<file path="src/rtl/troy_ifetch_pkg.sv">
// Shared types and constants for the Troy instruction-fetch front-end.
package troy_pkg;

  localparam int unsigned INSTR_W = 32;
  localparam int unsigned PC_W    = 32;

  localparam logic [0:PC_W-1]    PC_INC        = 32'd4;
  localparam logic [0:PC_W-1]    PC_ALIGN_MASK = 32'h0000_0003;
  localparam logic [0:INSTR_W-1] HALT_INSTR    = 32'h0000_0000;

  typedef enum logic {
    RUN  = 1'b0,
    HALT = 1'b1
  } ifetch_state_e;

  typedef struct packed {
    logic [0:INSTR_W-1] instr;
    logic [0:PC_W-1]    pc;
  } fetch_entry_t;

endpackage

</file>
<file path="src/rtl/troy_ifetch_fifo.sv">
// DEPTH-entry synchronous FIFO of fetched {instr, pc}; flush beats push.
module troy_ifetch_fifo
  import troy_pkg::*;
#(
  parameter int unsigned DEPTH = 2
) (
  input  logic         Clk,
  input  logic         Reset,
  input  logic         push,
  input  logic         pop,
  input  logic         flush,
  input  fetch_entry_t pushEntry,
  output logic         full,
  output logic         empty,
  output fetch_entry_t head
);

  localparam int unsigned PTR_W = $clog2(DEPTH);

  fetch_entry_t     mem [DEPTH];
  logic [PTR_W-1:0] wrPtr;
  logic [PTR_W-1:0] rdPtr;
  logic [PTR_W:0]   count;
  logic             doPush;
  logic             doPop;

  assign doPop  = pop && !empty;
  assign doPush = push && (!full || doPop);

  always_ff @(posedge Clk) begin
    if (!Reset) begin
      mem   <= '{default: '0};
      wrPtr <= '0;
      rdPtr <= '0;
      count <= '0;
    end else if (flush) begin
      wrPtr <= '0;
      rdPtr <= '0;
      count <= '0;
    end else begin
      if (doPush) begin
        mem[wrPtr] <= pushEntry;
        wrPtr      <= wrPtr + 1'b1;
      end
      if (doPop) begin
        rdPtr <= rdPtr + 1'b1;
      end
      case ({doPush, doPop})
        2'b10:   count <= count + 1'b1;
        2'b01:   count <= count - 1'b1;
        default: count <= count;
      endcase
    end
  end

  assign full  = (count == (PTR_W + 1)'(DEPTH));
  assign empty = (count == '0);
  assign head  = mem[rdPtr];

endmodule

</file>
<file path="src/rtl/troy_ifetch.sv">
// Troy instruction fetch: PC, imem addressing, fetch buffer, redirect and halt.
// Optional performance counters enabled by defining TROY_IFETCH_PERF_EN.
module troy_ifetch
  import troy_pkg::*;
#(
  parameter int unsigned     DEPTH    = 2,
  parameter logic [0:PC_W-1] PC_RESET = 32'h0000_0000,
  parameter int unsigned     IMEM_AW  = 8
) (
  input  logic               clk,
  input  logic               reset,
  output logic [0:IMEM_AW-1] imem_addr,
  input  logic [0:31]        imem_data,
  output logic [0:31]        out_instr,
  output logic [0:31]        out_pc,
  output logic               out_valid,
  input  logic               out_ready,
  input  logic               redirect_valid,
  input  logic [0:31]        redirect_pc,
  output logic               halted
`ifdef TROY_IFETCH_PERF_EN
  ,
  output logic [0:31]        perf_fetch_cnt,
  output logic [0:31]        perf_stall_cnt
`endif
);

  ifetch_state_e   state;
  ifetch_state_e   stateNext;
  logic [0:PC_W-1] fetchPc;
  logic [0:PC_W-1] fetchPcNext;
  logic            haltedNext;
  logic            push;
  logic            pop;
  logic            flush;
  logic            fifoFull;
  logic            fifoEmpty;
  fetch_entry_t    head;

  troy_ifetch_fifo #(
    .DEPTH(DEPTH)
  ) u_fifo (
    .Clk      (clk),
    .Reset    (reset),
    .push     (push),
    .pop      (pop),
    .flush    (flush),
    .pushEntry('{instr: imem_data, pc: fetchPc}),
    .full     (fifoFull),
    .empty    (fifoEmpty),
    .head     (head)
  );

  assign out_valid = !fifoEmpty;
  assign out_instr = head.instr;
  assign out_pc    = head.pc;
  assign pop       = out_valid && out_ready;
  assign imem_addr = fetchPc[(30 - IMEM_AW):29];

  always_comb begin
    stateNext   = state;
    fetchPcNext = fetchPc;
    haltedNext  = halted;
    push        = 1'b0;
    flush       = 1'b0;
    if (redirect_valid) begin
      flush       = 1'b1;
      fetchPcNext = redirect_pc & ~PC_ALIGN_MASK;
      stateNext   = RUN;
      haltedNext  = 1'b0;
    end else begin
      // Only the halt entry can hold HALT_INSTR: fetching stops right after it.
      if (pop && head.instr == HALT_INSTR) begin
        haltedNext = 1'b1;
      end
      if (state == RUN && (!fifoFull || pop)) begin
        push        = 1'b1;
        fetchPcNext = fetchPc + PC_INC;
        if (imem_data == HALT_INSTR) begin
          stateNext = HALT;
        end
      end
    end
  end

  always_ff @(posedge clk) begin
    if (!reset) begin
      state   <= RUN;
      fetchPc <= PC_RESET;
      halted  <= 1'b0;
    end else begin
      state   <= stateNext;
      fetchPc <= fetchPcNext;
      halted  <= haltedNext;
    end
  end

`ifdef TROY_IFETCH_PERF_EN
  logic stallCycle;
  assign stallCycle = (state == RUN) && fifoFull && !pop;

  always_ff @(posedge clk) begin
    if (!reset) begin
      perf_fetch_cnt <= '0;
      perf_stall_cnt <= '0;
    end else begin
      if (push && perf_fetch_cnt != '1) begin
        perf_fetch_cnt <= perf_fetch_cnt + 1'b1;
      end
      if (stallCycle && perf_stall_cnt != '1) begin
        perf_stall_cnt <= perf_stall_cnt + 1'b1;
      end
    end
  end
`endif

endmodule
</file>
<file path="config.mk">
export PLATFORM = sky130hd
export DESIGN_NAME = troy_ifetch
export DESIGN_NICKNAME = d
export VERILOG_FILES = /design/src/rtl/troy_ifetch_pkg.sv /design/src/rtl/troy_ifetch_fifo.sv /design/src/rtl/troy_ifetch.sv
export SDC_FILE = /design/constraint.sdc
export NUM_CORES = 1
export LEC_CHECK = 0
export BUFFER_PORTS_ARGS = -buffer_cell sky130_fd_sc_hd__buf_2
export CAP_MARGIN = 20
export CORE_ASPECT_RATIO = 0.6
export CORE_MARGIN = 2
export CORE_UTILIZATION = 55
export DETAILED_ROUTE_END_ITERATION = 6
export GPL_TIMING_DRIVEN = 0
export PLACE_DENSITY = 0.79
export SYNTH_ARGS = -nofsm -noshare
export SYNTH_HDL_FRONTEND = slang
export SYNTH_SLANG_ARGS = --single-unit
</file>
<file path="constraint.sdc">
create_clock -name clk -period 2.7 [get_ports clk]
set_input_delay 0.81 -clock clk [delete_from_list [all_inputs] [get_ports clk]]
set_output_delay 0.81 -clock clk [all_outputs]
set_load 0.05 [all_outputs]
</file>
== Word-level counts from Yosys, hierarchy flattened ==
Cells that the tools add are included.

* Add/subtract/negate cells: 5
* $lt $le $gt $ge: 3
* Equality and inequality tests: 3
* Multiplexer cells: 12
* Bitwise gates (word level): 5
* Reduce and logical (&&, ||, !) cells: 19

{| class="wikitable"
|+ Operator list
! kind !! count
|-
| 64-bit 2-to-1 mux || 4
|-
| 128-bit bitwise mux || 1
|-
| 64-bit demux with 1-bit select || 1
|-
| 32-bit logical NOT || 2
|-
| 32-bit 2-to-1 mux || 2
|-
| 32-bit by 3-bit adder with 32-bit output, second input constant || 1
|-
| 1-bit logical AND || 6
|-
| 2-bit equality test, second input constant || 2
|-
| 2-bit greater-or-equal comparator, second input constant || 2
|-
| 1-bit inverter with 2-bit output || 2
|-
| 2-bit one-hot mux with 2 select lines || 1
|-
| 2-bit AND reduction || 2
|-
| 2-bit nonzero test || 2
|-
| 2-bit OR reduction || 2
|-
| 1-bit 2-to-1 mux || 3
|-
| 1-bit inverter || 3
|-
| 1-bit adder, second input constant || 2
|-
| 2-bit by 1-bit adder with 2-bit output, second input constant || 1
|-
| 2-bit by 1-bit equality test with 1-bit output, second input constant || 1
|-
| 1-bit logical NOT || 2
|-
| 2-bit logical NOT || 1
|-
| 1-bit logical OR || 2
|-
| 2-bit by 1-bit less-than comparator with 1-bit output, second input constant || 1
|-
| 2-bit by 1-bit subtractor with 2-bit output, second input constant || 1
|}

* Flip-flop bits (word level): 166
* Input bits: 68
* Output and inout port bits: 74
* Word-level logic and storage cells: 58

== Longest topological paths before layout ==
Gate-level depths: netlist (run 1).

* Word-level depth: 10
* Mapped depth: 8
* Depth with buffers taken out: 6

== By module ==
From an unflattened synthesis (run 1), not the netlist that was laid out.

* Cell total of the unflattened synthesis: 862
* Area total of the unflattened synthesis: 7958.9 µm²

{| class="wikitable"
|+ By module, submodules not included
! module !! times used !! cells an instance !! area each (µm²) !! sequential area each (µm²)
|-
| troy_ifetch_fifo || 1 || 580 || 5800.6 || 2642.5
|-
| troy_ifetch || 1 || 282 || 2158.3 || 640.6
|}

== Worst setup path after synthesis (run 1) ==
Ideal clock, no wire load.

* Path kind: register to output
* Start point: register u_fifo.rdPtr
* End point: output out_instr[1] in the netlist's numbering
* Data arrival time: 1554 ps
* Required time: 1890 ps
* Slack: 336 ps
* Cell stages (with the launch flop): 5
* Buffers on the path: 3
* Cell sequence: dfxtp_1 buf_6 clkbuf_1 clkbuf_1 mux2_2

* Longest elaborated chain between the ends: 4

{| class="wikitable"
|+ RTL lines
! element !! line !! RTL
|-
| from (decl) || troy_ifetch_fifo.sv:22 || <nowiki>logic [PTR_W-1:0] rdPtr;</nowiki>
|-
| from (signal assigned) || troy_ifetch_fifo.sv:46 || <nowiki>rdPtr <= rdPtr + 1'b1;</nowiki>
|-
| 1-bit inverter with 2-bit output (not written as such) || troy_ifetch_fifo.sv:58 || <nowiki>assign head = mem[rdPtr];</nowiki>
|-
| 64-bit 2-to-1 mux (not written as such) (3 in series) || troy_ifetch_fifo.sv:58 ||
|-
| to (decl) || troy_ifetch.sv:14 || <nowiki>output logic [0:31] out_instr,</nowiki>
|}

No other way between the ends. The select of a mux whose other input is x is not followed.

== Worst setup path after layout (run 1) ==
* Start point: register u_fifo.rdPtr
* End point: output out_pc[10] in the netlist's numbering

* Longest elaborated chain between the ends: 4

{| class="wikitable"
|+ RTL lines
! element !! line !! RTL
|-
| 1-bit inverter with 2-bit output (not written as such) || troy_ifetch_fifo.sv:58 ||
|-
| 64-bit 2-to-1 mux (not written as such) (3 in series) || troy_ifetch_fifo.sv:58 ||
|-
| to (decl) || troy_ifetch.sv:15 || <nowiki>output logic [0:31] out_pc,</nowiki>
|}

No other way between the ends. The select of a mux whose other input is x is not followed.

==> flow_summary.json, run 1 <==
{
  "cp_slowest_cell": "mux2_2",
  "post-cts-setup-buffer-count": 0,
  "fmax_mhz": 379,
  "placed_area_sq_um": 8300,
  "dieHeight_microns": 93.8,
  "n_fill_cell": 1098,
  "p_sw_frac": 0.271,
  "port_buffers": 137,
  "drtPass1Iterations": 6,
  "dpl.hpwl_mm": 16.1,
  "gp_congestion": 0.945,
  "yosysUniqueCellTypes": 54,
  "finish.utilization": 0.693,
  "cts_tree": "built",
  "critPathKind": "reg2out",
  "fin_skew_ns": 0.00872,
  "cts.sinks": 160,
  "grt_pass1_wl_mm": 35.6,
  "cp-start-kind": "flop",
  "pin_count": 142,
  "combPwrFrac": 0.134,
  "rsz0062_at_grt": "true",
  "syn_avg_cell_area_sq_um": 8.09,
  "syn2layout_area_growth_pct": 21.5,
  "placed_cells": 1222,
  "first_global_vias": 6716,
  "grt_overflow_total": 0,
  "leakage_nw": 3.56,
  "worst_hold_slack_ns": 0.451,
  "track_usage": 0.313,
  "grt_max_degree": 18,
  "drc": 0,
  "std_cell_rows": 32,
  "die_area_sq_um": 14400,
  "power.density_nw_per_um2": 685,
  "dpl_worst_slack_ns": -0.302,
  "slew-limit-headroom": 0.393,
  "status": "finished, final reports clean",
  "period_share": 0.976,
  "netSwitchingPower_mw": 1.67,
  "cp_slowest_stage_delay_ns": 0.36,
  "tightest_slew_ns": 0.904,
  "clk_pin_slew_ns": 0.06,
  "post_drt_wl_per_cell_microns": 18.0,
  "setup_viol": 0,
  "drive_gt1_frac": 0.264,
  "hold_violations": 0,
  "critPathMaxFanout": 17,
  "vias_per_cell": 5.97,
  "yosysSeqAreaShare": 0.433,
  "synth-edff-count": 0,
  "required_ns": 1.89,
  "total_power_mw": 6.16,
  "die_width_microns": 154,
  "cts-htree-levels": 4,
  "min_path_type": "reg2reg",
  "ir_drop_mv": 0.385,
  "power_frac_clock": 0.449,
  "synth-async-reset-ratio": 0,
  "ys_ff_latch": 160,
  "cp.arrival_ns": 1.83,
  "vias": 7469,
  "antenna_found_initial": 0,
  "drtAntennaViolNets": 0,
  "clk_path_buf_depth": 2,
  "drt_iter0_drc": 909,
  "stdcell_area_sq_um": 8990,
  "drt_wl_total_mm": 22.5,
  "crit_path_cell_trace": "buf_6 > clkbuf_4 > mux2_2 > buf_2",
  "numCtsBuffers": 17,
  "period_minus_slack_ns": 2.64,
  "setup_slack_ns": 0.0640,
  "clock_latency_ns": 0.42,
  "fin_setup_tns_ns": 0,
  "end_kind": "primary output",
  "syn_inst": 914,
  "start_util": 0.570,
  "yosysWarnings": 0,
  "cts_root_buf": "clkbuf_16",
  "synth-main-ff-cell": "dfxtp_1",
  "fin_cells": 1252,
  "syn_area_sq_um": 7390,
  "drv_cap": 0,
  "p_int_mw": 4.49,
  "slew_violations": 0,
  "final_nets": 1140,
  "pwr-share-seq": 0.416,
  "diodes": 0,
  "core_area_sq_um": 13000
}
-- worst paths after layout --
check	from	endpoint	slack (ns)	depth (start not counted)
setup / recovery	u_fifo.rdPtr	out_pc[10]	0.06	4
hold / removal	u_fifo.mem[69]	u_fifo.mem[69]	0.45	2
setup reg to reg	fetchPc[23]	fetchPc[1]	0.51	5
hold reg to reg	u_fifo.mem[69]	u_fifo.mem[69]	0.45	2
-- worst max-delay path, delay by kind of cell, from the launching register on --
family / cells / cell delay (ns)
buf+inv: 3 / 0.70
mux: 1 / 0.36
flops: 1 / 0.33
-- synth_stat cells (2+ instances only) --
library cell	number	share of area
nand4_1	12	0.010
buf_2	23	0.016
or4_1	12	0.012
and3_1	5	0.0042
nor3_1	14	0.0095
o31ai_1	9	0.0091
buf_4	13	0.013
mux2_2	61	0.093
a41oi_1	2	0.0024
nor2_1	13	0.0066
a21oi_1	132	0.089
nand4_2	2	0.0034
buf_6	2	0.0030
nor4_1	22	0.019
xnor2_1	6	0.0071
ha_1	2	0.0034
inv_1	6	0.0030
a311oi_1	6	0.0071
a31oi_1	17	0.014
o21ai_0	27	0.018
xor2_1	2	0.0024
nand3_1	16	0.011
a31o_2	2	0.0024
and4_1	8	0.0095
dfxtp_1	160	0.43
or3_1	8	0.0068
clkbuf_1	39	0.020
or2_2	3	0.0025
nand2_1	261	0.13
a211oi_1	4	0.0041
nor2b_1	2	0.0017
-- cells in the final DEF (no fill, tap or decap), drive strengths merged, types with 2 or more instances in the layout --
cell type	n
nor2b	2
bufinv	6
a311oi	6
o21ai	27
clkbuf	56
a31o	2
a21oi	132
and3	5
mux2	62
nand3	16
nor3b	2
a41oi	2
nand4	14
xnor2	6
ha	2
a211oi	4
xor2	2
or3	9
nor4	23
or2	3
buf	176
o31ai	9
nor3	15
dfxtp	160
or4	12
nand2	261
conb	2
inv	9
a31oi	17
clkinv	3
nor2	13
and4	9
-- layer usage --
layer	part of all wire	track usage	vias up
met2	0.40	0.430	429
met4	0.014	0.0856	0
li1	-	-	3532
met5	0	0	-
met1	0.47	0.480	3474
met3	0.11	0.0780	34
-- timing repair --
item	CTS	global route
pin swaps	0	0
endpoints found under the setup margin	60	51
resized for setup	7	9
hold buffers	0	0
-- power groups by stage --
stage          Sequential, mW  Combinational, mW  Clock [mW]
2_1_floorplan            2.57              0.582           0
3_3_place_gp             2.61              0.799           0
3_5_place_dp             2.61              0.808           0
4_1_cts                  2.56              0.815        2.77
5_1_grt                  2.57              0.884        2.88
6_report                 2.56              0.826        2.77
-- flip-flops by register name (all words and copies together), names as in the netlist --
name          cells
u_fifo.mem      124
fetchPc          30
u_fifo.count      2
halted            1
state             1
u_fifo.rdPtr      1
u_fifo.wrPtr      1
-- final cells by class --
cell class	instances	area (sq um)	share of cell area
Clock inverter	12	230	0.0256
Buffer	76	398	0.0443
Tap cell	170	213	0.0237
Sequential cell	160	3200	0.356
Clock buffer	19	443	0.0493
Timing Repair Buffer	137	686	0.0763
Multi-Input combinational cell	671	3790	0.421
Inverter	7	26.3	0.00292
-- cells by family (layout without fill, tap and decap cells) --
kind of cell	after synthesis	in the layout	share of synthesized area
AOI/OAI and AO/OA	206	206	0.156
xor gates and xnor gates	8	8	0.00948
adders and majority gates	2	2	0.00338
buffers and inverters	84	251	0.0552
DFF	160	160	0.433
muxes	62	62	0.0949
other	1	2	0.000507
and+or+nand+nor	391	391	0.247
Note: power is estimated with default switching activity, not from simulation.
==> run 2, diff against run 1 <==
--- a/config.mk
+++ b/config.mk
@@ -9,10 +9,10 @@
 export CAP_MARGIN = 20
 export CORE_ASPECT_RATIO = 0.6
 export CORE_MARGIN = 2
-export CORE_UTILIZATION = 55
+export CORE_UTILIZATION = 50
 export DETAILED_ROUTE_END_ITERATION = 6
 export GPL_TIMING_DRIVEN = 0
-export PLACE_DENSITY = 0.79
+export PLACE_DENSITY = 0.76
 export SYNTH_ARGS = -nofsm -noshare
 export SYNTH_HDL_FRONTEND = slang
 export SYNTH_SLANG_ARGS = --single-unit
==> constraint.sdc (replaced) <==
create_clock -name clk -period 2.2 [get_ports clk]
set_input_delay 0.66 -clock clk [delete_from_list [all_inputs] [get_ports clk]]
set_output_delay 0.66 -clock clk [all_outputs]
set_load 0.05 [all_outputs]
==> run 2 against run 1 <==
The run now ends with design-rule violations, negative setup slack left. Clock power rose by 7.9%. Sequential power rose by 23%. Cell count rose by 3.8%. Hold slack improved by 0.0053 ns. Sequential share of layout area fell by 4.1 points. Clock skew rose by 0.0021 ns. Highest routed layer unchanged.
==> flow_summary.json, run 2 (synthesis results as in run 1) <==
{
  "post_drt_wl_per_cell_microns": 20.0,
  "cp.arrival_ns": 1.67,
  "period_share": 1.06,
  "syn2layout_area_growth_pct": 37.7,
  "tightest_slew_ns": 0.756,
  "grt_max_degree": 17,
  "fmax_mhz": 430,
  "cts_root_buf": "clkbuf_16",
  "cp_slowest_stage_delay_ns": 0.40,
  "dpl.hpwl_mm": 16.4,
  "die_width_microns": 161,
  "p_sw_frac": 0.297,
  "cts_tree": "built",
  "drc": 2,
  "dieHeight_microns": 98.2,
  "port_buffers": 137,
  "n_fill_cell": 1087,
  "worstHoldPathCells": 2,
  "dpl_worst_slack_ns": -0.672,
  "crit_top_cell": "clkbuf_16",
  "required_ns": 1.54,
  "slew-limit-headroom": 0.491,
  "clk_path_buf_depth": 2,
  "die_area_sq_um": 15800,
  "r2r_end": "fetchPc[1]",
  "power.density_nw_per_um2": 727,
  "netSwitchingPower_mw": 2.20,
  "worstHoldStart": "u_fifo.mem[20]",
  "drive_gt1_frac": 0.279,
  "power_frac_clock": 0.404,
  "grt_overflow_total": 0,
  "final_nets": 1158,
  "cts.sinks": 160,
  "drtPass1Iterations": 7,
  "min_path_type": "reg2reg",
  "pin_count": 142,
  "clock_latency_ns": 0.43,
  "drt_wl_total_mm": 25.9,
  "reg.largest.list": "u_fifo.mem: 124 flops, fetchPc: 30 flops, u_fifo.count: 2 flops",
  "drt_iter0_drc": 971,
  "clk_pin_slew_ns": 0.07,
  "largest_reg_flops": 124,
  "ir_drop_mv": 0.456,
  "grt_pass1_wl_mm": 40.1,
  "hold_violations": 0,
  "multi_input_area_sq_um": 4020,
  "vias": 7862,
  "core_area_sq_um": 14500,
  "rsz0062_at_grt": "true",
  "antenna_found_initial": 1,
  "slew_violations": 0,
  "std_cell_rows": 34,
  "diodes": 0,
  "drv_cap": 0,
  "setup_viol": 62,
  "total_power_mw": 7.40,
  "track_usage": 0.322,
  "drtAntennaViolNets": 0,
  "start_util": 0.511,
  "crit_path_cell_trace": "clkbuf_16 > clkbuf_16 > mux2_4 > buf_8",
  "cp-start-kind": "flop",
  "r2r_start": "fetchPc[23]",
  "gp_congestion": 0.901,
  "cts-htree-levels": 4,
  "reg2reg_slack_ns": 0.09,
  "combPwrFrac": 0.170,
  "hold-path-endpoint": "u_fifo.mem[20]",
  "final-seq-area_sq_um": 3210,
  "first_global_vias": 7254,
  "final_cell_mix": "261 x nand2_1, 159 x dfxtp_1, 132 x a21oi_1",
  "critPathMaxFanout": 6,
  "numCtsBuffers": 17,
  "critPathKind": "reg2out",
  "reg2reg_depth": 5,
  "p_int_mw": 5.20,
  "hold_buffers": 0,
  "period_minus_slack_ns": 2.33,
  "pwr-share-seq": 0.426,
  "cp_slowest_cell": "dfxtp_4",
  "setup_slack_ns": -0.126,
  "final_common_cell": "nand2_1",
  "status": "finished with violations",
  "fin_skew_ns": 0.0108,
  "leakage_nw": 3.89,
  "largest_register": "u_fifo.mem",
  "vias_per_cell": 6.05,
  "violations": "design-rule violations, negative setup slack",
  "end_kind": "primary output"
}
run 2: cell types whose count changed in the layout (fill, tap and decap cells not counted), sizes merged:
cell and delta:
clkinv +2, clkinvlp +3, clkbuf +9, bufinv -4, buf +8, inv +1
run 2: final cells by class:
class / count / share of cell area
buffer: 76 / 0.0510
clock buffer: 18 / 0.0422
clock inverter: 14 / 0.0154
inverter: 7 / 0.00258
multi-input combinational: 671 / 0.395
sequential: 160 / 0.315
tap: 198 / 0.0243
timing repair buffer: 155 / 0.155
run 2: worst max path at each step:
stage                 startpoint            end  slack (ns)  depth (start not counted)
finish              u_fifo.rdPtr     out_pc[22]       -0.13                          4
global route        u_fifo.rdPtr     out_pc[24]       -0.14                          4
CTS                 u_fifo.rdPtr   out_instr[8]       -0.14                          5
detailed placement  u_fifo.rdPtr      out_pc[9]       -0.67                          5
global placement    u_fifo.rdPtr      out_pc[9]       -0.65                          5
floorplan           u_fifo.rdPtr  out_instr[10]       -0.01                          4
run 2: layer usage:
metal,share of wire,vias to the layer above,routed length (microns),GRT usage
met5,0,-,0,0
met4,0.022,0,560,0.0687
met1,0.44,3737,11300,0.479
li1,-,3551,-,-
met3,0.11,67,2940,0.0752
met2,0.43,507,11100,0.476
run 2: per-stage QoR:
step                 util  hold WS, ns  instances  instance area, sq um  TNS (ns)
floorplan               -        0.433        915                  7400    -0.639
global placement    0.576        0.438       1250                  8330    -35.76
detailed placement  0.576        0.443       1250                  8330    -38.00
CTS                 0.698        0.455       1296                 10100     -7.15
global route        0.704        0.475       1299                 10200     -6.33
finish              0.704        0.456       1299                 10200     -5.60
run 2: power by group through the flow:
stage                     combinational [mW]  sequential (mW)  clock [mW]
after floorplan                        0.714             3.16           0
after global placement                 0.984             3.20           0
after detailed placement               0.997             3.20           0
after CTS                               1.20             3.14        2.97
after global routing                    1.32             3.17        3.10
final                                   1.25             3.15        2.99
run 2: what timing repair did:
item | 4_1_cts | 5_1_grt
setup endpoints to repair | 60 | 67
buffers inserted | 6 | 4
cloned | 8 | 0
gates resized for setup | 267 | 18
run 2: worst max-delay path: cells and delay by family (launching register included):
kind	cells	cell delay, ns
mux	1	0.32
flops	1	0.40
buf+inv	3	0.51
